File: config.mk
export PLATFORM = sky130hd
export DESIGN_NAME = alu_muldiv_sequencer
export DESIGN_NICKNAME = d
export VERILOG_FILES = /design/src/rtl/alu_pkg.sv /design/src/rtl/alu_muldiv_sequencer.sv
export SDC_FILE = /design/constraint.sdc
export NUM_CORES = 1
export LEC_CHECK = 0
export ABC_AREA = 1
export CORE_MARGIN = 8
export CORE_UTILIZATION = 55
export CTS_BUF_LIST = sky130_fd_sc_hd__clkbuf_2
export DETAILED_ROUTE_END_ITERATION = 8
export GPL_TIMING_DRIVEN = 1
export HOLD_SLACK_MARGIN = 0.06
export PLACE_DENSITY_LB_ADDON = 0.05
export SLEW_MARGIN = 0
export SYNTH_ARGS = -nofsm -noshare
export SYNTH_HDL_FRONTEND = slang
export SYNTH_SLANG_ARGS = --single-unit
File: constraint.sdc
create_clock -name clk -period 5.7 [get_ports clk]
set_input_delay 1.425 -clock clk [delete_from_list [all_inputs] [get_ports clk]]
set_output_delay 1.425 -clock clk [all_outputs]
set_load 0.02 [all_outputs]
File: src/rtl/alu_pkg.sv
// Shared ALU control codes, multiply/divide op encodings and the sequencer state type.
package alu_pkg;

    localparam logic [2:0] ALU_ADD = 3'b000;
    localparam logic [2:0] ALU_SUB = 3'b001;
    localparam logic [2:0] ALU_AND = 3'b010;
    localparam logic [2:0] ALU_OR  = 3'b011;
    localparam logic [2:0] ALU_XOR = 3'b100;
    localparam logic [2:0] ALU_SLL = 3'b101;
    localparam logic [2:0] ALU_SRL = 3'b110;
    localparam logic [2:0] ALU_SLT = 3'b111;

    localparam logic [1:0] MD_OP_MUL  = 2'b00;
    localparam logic [1:0] MD_OP_DIVU = 2'b01;
    localparam logic [1:0] MD_OP_REMU = 2'b10;
    localparam logic [1:0] MD_OP_RSVD = 2'b11;

    typedef enum logic [2:0] {
        ST_IDLE,
        ST_MUL_STEP,
        ST_DIV_CMP,
        ST_DIV_SUB,
        ST_FINISH
    } md_state_t;

endpackage

File: src/rtl/alu_muldiv_sequencer.sv
// Multi-cycle MUL/DIVU/REMU sequencer that borrows the shared ALU for every add, subtract and compare.
module alu_muldiv_sequencer
    import alu_pkg::*;
#(
    parameter int WIDTH = 16
) (
    input  logic             clk,
    input  logic             reset,
    input  logic             start,
    input  logic [1:0]       op,
    input  logic [WIDTH-1:0] opa,
    input  logic [WIDTH-1:0] opb,
    output logic             busy,
    output logic             done,
    output logic [WIDTH-1:0] result,
    output logic             alu_req,
    output logic [WIDTH-1:0] alu_a,
    output logic [WIDTH-1:0] alu_b,
    output logic [2:0]       alu_ctrl,
    input  logic [WIDTH-1:0] alu_result,
    input  logic             alu_zero
);

    localparam int CNT_W = $clog2(WIDTH) + 1;
    localparam logic [CNT_W-1:0] LAST_STEP = CNT_W'(WIDTH - 1);
    localparam logic [WIDTH-1:0] ONE = {{(WIDTH-1){1'b0}}, 1'b1};

    md_state_t        state_q, state_d;
    logic [1:0]       op_q, op_d;
    logic [WIDTH-1:0] divisor_q, divisor_d;
    logic [WIDTH-1:0] acc_q, acc_d;       // MUL accumulator / DIV remainder
    logic [WIDTH-1:0] sh_q, sh_d;         // MUL multiplicand / DIV quotient
    logic [WIDTH-1:0] mplier_q, mplier_d;
    logic [CNT_W-1:0] cnt_q, cnt_d;
    logic             c_q, c_d;
    logic             lt_q, lt_d;
    logic [WIDTH-1:0] result_q, result_d;

    logic [WIDTH-1:0] rem_shift;
    logic             carry;
    logic             unused_alu_zero;

    assign unused_alu_zero = alu_zero;
    assign rem_shift = {acc_q[WIDTH-2:0], sh_q[WIDTH-1]};
    assign carry     = acc_q[WIDTH-1];

    assign busy    = (state_q == ST_MUL_STEP) || (state_q == ST_DIV_CMP) || (state_q == ST_DIV_SUB);
    assign done    = (state_q == ST_FINISH);
    assign alu_req = busy;
    assign result  = result_q;

    always_comb begin
        alu_a    = '0;
        alu_b    = '0;
        alu_ctrl = ALU_ADD;
        case (state_q)
            ST_MUL_STEP: begin
                alu_a    = acc_q;
                alu_b    = sh_q;
                alu_ctrl = ALU_ADD;
            end
            ST_DIV_CMP: begin
                alu_a    = rem_shift;
                alu_b    = divisor_q;
                alu_ctrl = ALU_SLT;
            end
            ST_DIV_SUB: begin
                alu_a    = acc_q;
                alu_b    = divisor_q;
                alu_ctrl = ALU_SUB;
            end
            default: ;
        endcase
    end

    always_comb begin
        state_d   = state_q;
        op_d      = op_q;
        divisor_d = divisor_q;
        acc_d     = acc_q;
        sh_d      = sh_q;
        mplier_d  = mplier_q;
        cnt_d     = cnt_q;
        c_d       = c_q;
        lt_d      = lt_q;
        result_d  = result_q;
        case (state_q)
            ST_IDLE: begin
                if (start) begin
                    op_d      = op;
                    divisor_d = opb;
                    cnt_d     = '0;
                    acc_d     = '0;
                    sh_d      = opa;
                    mplier_d  = opb;
                    case (op)
                        MD_OP_MUL: state_d = ST_MUL_STEP;
                        MD_OP_DIVU, MD_OP_REMU: begin
                            if (opb == '0) begin
                                result_d = (op == MD_OP_DIVU) ? '1 : opa;
                                state_d  = ST_FINISH;
                            end else begin
                                state_d = ST_DIV_CMP;
                            end
                        end
                        default: begin
                            result_d = '0;
                            state_d  = ST_FINISH;
                        end
                    endcase
                end
            end
            ST_MUL_STEP: begin
                if (mplier_q[0]) acc_d = alu_result;
                sh_d     = sh_q << 1;
                mplier_d = mplier_q >> 1;
                cnt_d    = cnt_q + 1'b1;
                if (cnt_q == LAST_STEP) begin
                    result_d = acc_d;
                    state_d  = ST_FINISH;
                end
            end
            ST_DIV_CMP: begin
                acc_d   = rem_shift;
                c_d     = carry;
                lt_d    = (alu_result == ONE) && !carry;
                sh_d    = sh_q << 1;
                state_d = ST_DIV_SUB;
            end
            ST_DIV_SUB: begin
                // A set carry means the shifted remainder exceeds WIDTH bits, so it is never below the divisor.
                if (c_q || !lt_q) begin
                    acc_d   = alu_result;
                    sh_d[0] = 1'b1;
                end
                cnt_d   = cnt_q + 1'b1;
                state_d = ST_DIV_CMP;
                if (cnt_q == LAST_STEP) begin
                    result_d = (op_q == MD_OP_DIVU) ? sh_d : acc_d;
                    state_d  = ST_FINISH;
                end
            end
            ST_FINISH: state_d = ST_IDLE;
            default:   state_d = ST_IDLE;
        endcase
    end

    always_ff @(posedge clk) begin
        if (reset) begin
            state_q  <= ST_IDLE;
            result_q <= '0;
            cnt_q    <= '0;
        end else begin
            state_q  <= state_d;
            result_q <= result_d;
            cnt_q    <= cnt_d;
        end
    end

    always_ff @(posedge clk) begin
        op_q      <= op_d;
        divisor_q <= divisor_d;
        acc_q     <= acc_d;
        sh_q      <= sh_d;
        mplier_q  <= mplier_d;
        c_q       <= c_d;
        lt_q      <= lt_d;
    end

endmodule

==> impl_metrics.json <==
{
  "cap_viol_max_count": 0,
  "via_count": 5071,
  "cts_resized": 0,
  "ant_nets": 0,
  "max_freq_ghz": 0.215,
  "post_layout_nonfiller_instances": 938,
  "first_pass_iters": 6,
  "syn_to_final_growth_pct": 22.2,
  "netlist_area_um2": 5290,
  "final-hold-violation-count": 0,
  "synth-seq-cells": 92,
  "synth_edf_count": 68,
  "synth_top_area_share_pct": 38.6,
  "dp_worst_setup_slack_ns": 1.65,
  "hpwl_um": 11600,
  "core_um2": 9550,
  "whs_ns": 0.478,
  "cp_max_fo": 66,
  "required_ns": 4.28,
  "cts_tree": "built",
  "finalSetupTns_ns": 0,
  "synth_most_common_cell": "nand2_1",
  "grt_pass1_vias": 4879,
  "setup_viol": 0,
  "yosys.cell_types.count": 27,
  "path_class": "reg2out",
  "cts_setup_buffers": 0,
  "port_buffers": 106,
  "arrival_ns": 3.23,
  "fin_area_um2": 6460,
  "cts.sinks": 92,
  "wirelength_um": 15400,
  "die-height_um": 114,
  "numCtsBuffers": 9,
  "clkLatencyLatePin_ns": 0.55,
  "root_buffer": "clkbuf_2",
  "drive_above_1_share_pct": 4.22,
  "diodes": 0,
  "status": "finished, final reports clean",
  "grt_pass1_wl_um": 24400,
  "ys_top_cells_by_area": "edfxtp_1, nand2_1, dfxtp_1",
  "io_pins": 108,
  "synth_flop_cell": "edfxtp_1",
  "place_area_um2": 6360,
  "yosysSeqAreaShare_pct": 47.7,
  "fp.dieW_um": 114,
  "drc": 0,
  "p_leak_nw": 2.81,
  "syn_avg_cell_area_um2": 7.41,
  "yosys_warnings": 0,
  "end_kind": "primary output",
  "total_power_mw": 2.28,
  "slew_headroom_pct": 28.7,
  "grt_overflow": 0,
  "cts_hold_buf": 0,
  "viasPerCell": 5.41,
  "cts_buffer_depth": 2,
  "final_util_pct": 67.7,
  "hp-class": "reg2reg",
  "grt.total_usage_pct": 23.8,
  "dp.cells": 923,
  "ir_drop_mv": 0.214,
  "synth_top_cell_by_area": "edfxtp_1",
  "netlist_instances": 714,
  "grt_max_degree": 67,
  "synth_common_cells": "nand2_1, inv_1, o21ai_0",
  "initial_core_util_pct": 55.4,
  "fin_skew_ns": 0.0314,
  "power.density_nw_per_um2": 353,
  "rows": 36,
  "wl_per_cell_um": 16.4,
  "dr.first_iter.drc_count": 384,
  "rsz0062_at_grt": "no",
  "period_minus_slack_ns": 4.66,
  "htree_num_levels": 3,
  "dieArea_um2": 13000,
  "setup_ws_ns": 1.04,
  "finalCritPeriodShare_pct": 81.7,
  "synthArstFlopShare_pct": 0,
  "cp-start-kind": "flip-flop",
  "cts.reportedPaths.clkPinSlew_ns": 0.22,
  "worst_slew_pin_slew_ns": 1.07,
  "nets": 860,
  "finalMaxSlewViolations": 0,
  "antenna_found_initial": 0,
  "gp_congestion": 0.908,
  "synth_fp_nets": 773
}
final timing paths:
kind / cells after the start / startpoint / slack [ns] / to
worst min register to register: 2 / cnt_q[4] / 0.48 / cnt_q[4]
worst max-delay path: 6 / state_q[2] / 1.04 / alu_b[1]
worst min-delay path: 2 / cnt_q[4] / 0.48 / cnt_q[4]
worst max register to register: 6 / state_q[2] / 2.43 / sh_q[14]
final cells by class:
| class | count | area [um2] |
|---|---|---|
| well taps | 133 | 166 |
| flip-flops and latches | 92 | 2520 |
| clock buffers | 10 | 50.0 |
| repair buffers | 109 | 1080 |
| multi-input cells | 490 | 2220 |
| clock inverters | 5 | 53.8 |
| inverters | 99 | 372 |
| fillers | 849 | 3090 |
logic make-up (layout without fill, tap and decap cells):
logic type / after synthesis / after routing / synth area share [%]
flops: 92 / 92 / 47.7
compound gates: 124 / 124 / 12.9
buf+inv: 132 / 223 / 10.5
fa+ha+maj: 5 / 5 / 1.18
xor+xnor: 1 / 1 / 0.166
simple gates: 360 / 360 / 27.6
layout by cell type, fill, tap and decap left out, types with 5 or more instances in the layout:
| master | n |
|---|---|
| a21oi_1 | 25 |
| clkbuf_2 | 10 |
| clkdlybuf4s50_1 | 106 |
| dfxtp_1 | 24 |
| edfxtp_1 | 68 |
| ha_1 | 5 |
| inv_1 | 93 |
| nand2_1 | 239 |
| nand3_1 | 22 |
| nor2_1 | 80 |
| o21ai_0 | 80 |
| o221ai_1 | 16 |
power by group:
group / total (mW) / leakage [nW] / switching, mW / internal [mW]
registers: 1.03 / 0.867 / 0.108 / 0.926
logic: 0.935 / 1.88 / 0.603 / 0.333
clock network: 0.314 / 0.0631 / 0.215 / 0.0987
registers in the layout (all words and copies together), names as in the netlist, 2 cells and up:
register and flops:
result 16, mplier_q 16, sh_q 16, divisor_q 16, op_q 2, acc_q 16
cnt_q 5, state_q 3
per-layer routing:
metal | vias up | track usage (%) | routed length (um)
li1 | 2466 | - | -
met4 | 0 | 14.8 | 728
met5 | - | 0 | 0
met3 | 41 | 4.54 | 1280
met2 | 243 | 38.3 | 7100
met1 | 2321 | 28.9 | 6310
critical path, cell delays in order (launching register included):
cell	delay (ns)
dfxtp_1	0.45
inv_2	0.15
nand2_4	0.16
nor2_4	0.36
inv_2	0.50
o21ai_0	0.41
clkdlybuf4s50_1	0.66
Power figures use the tool's default switching activity.
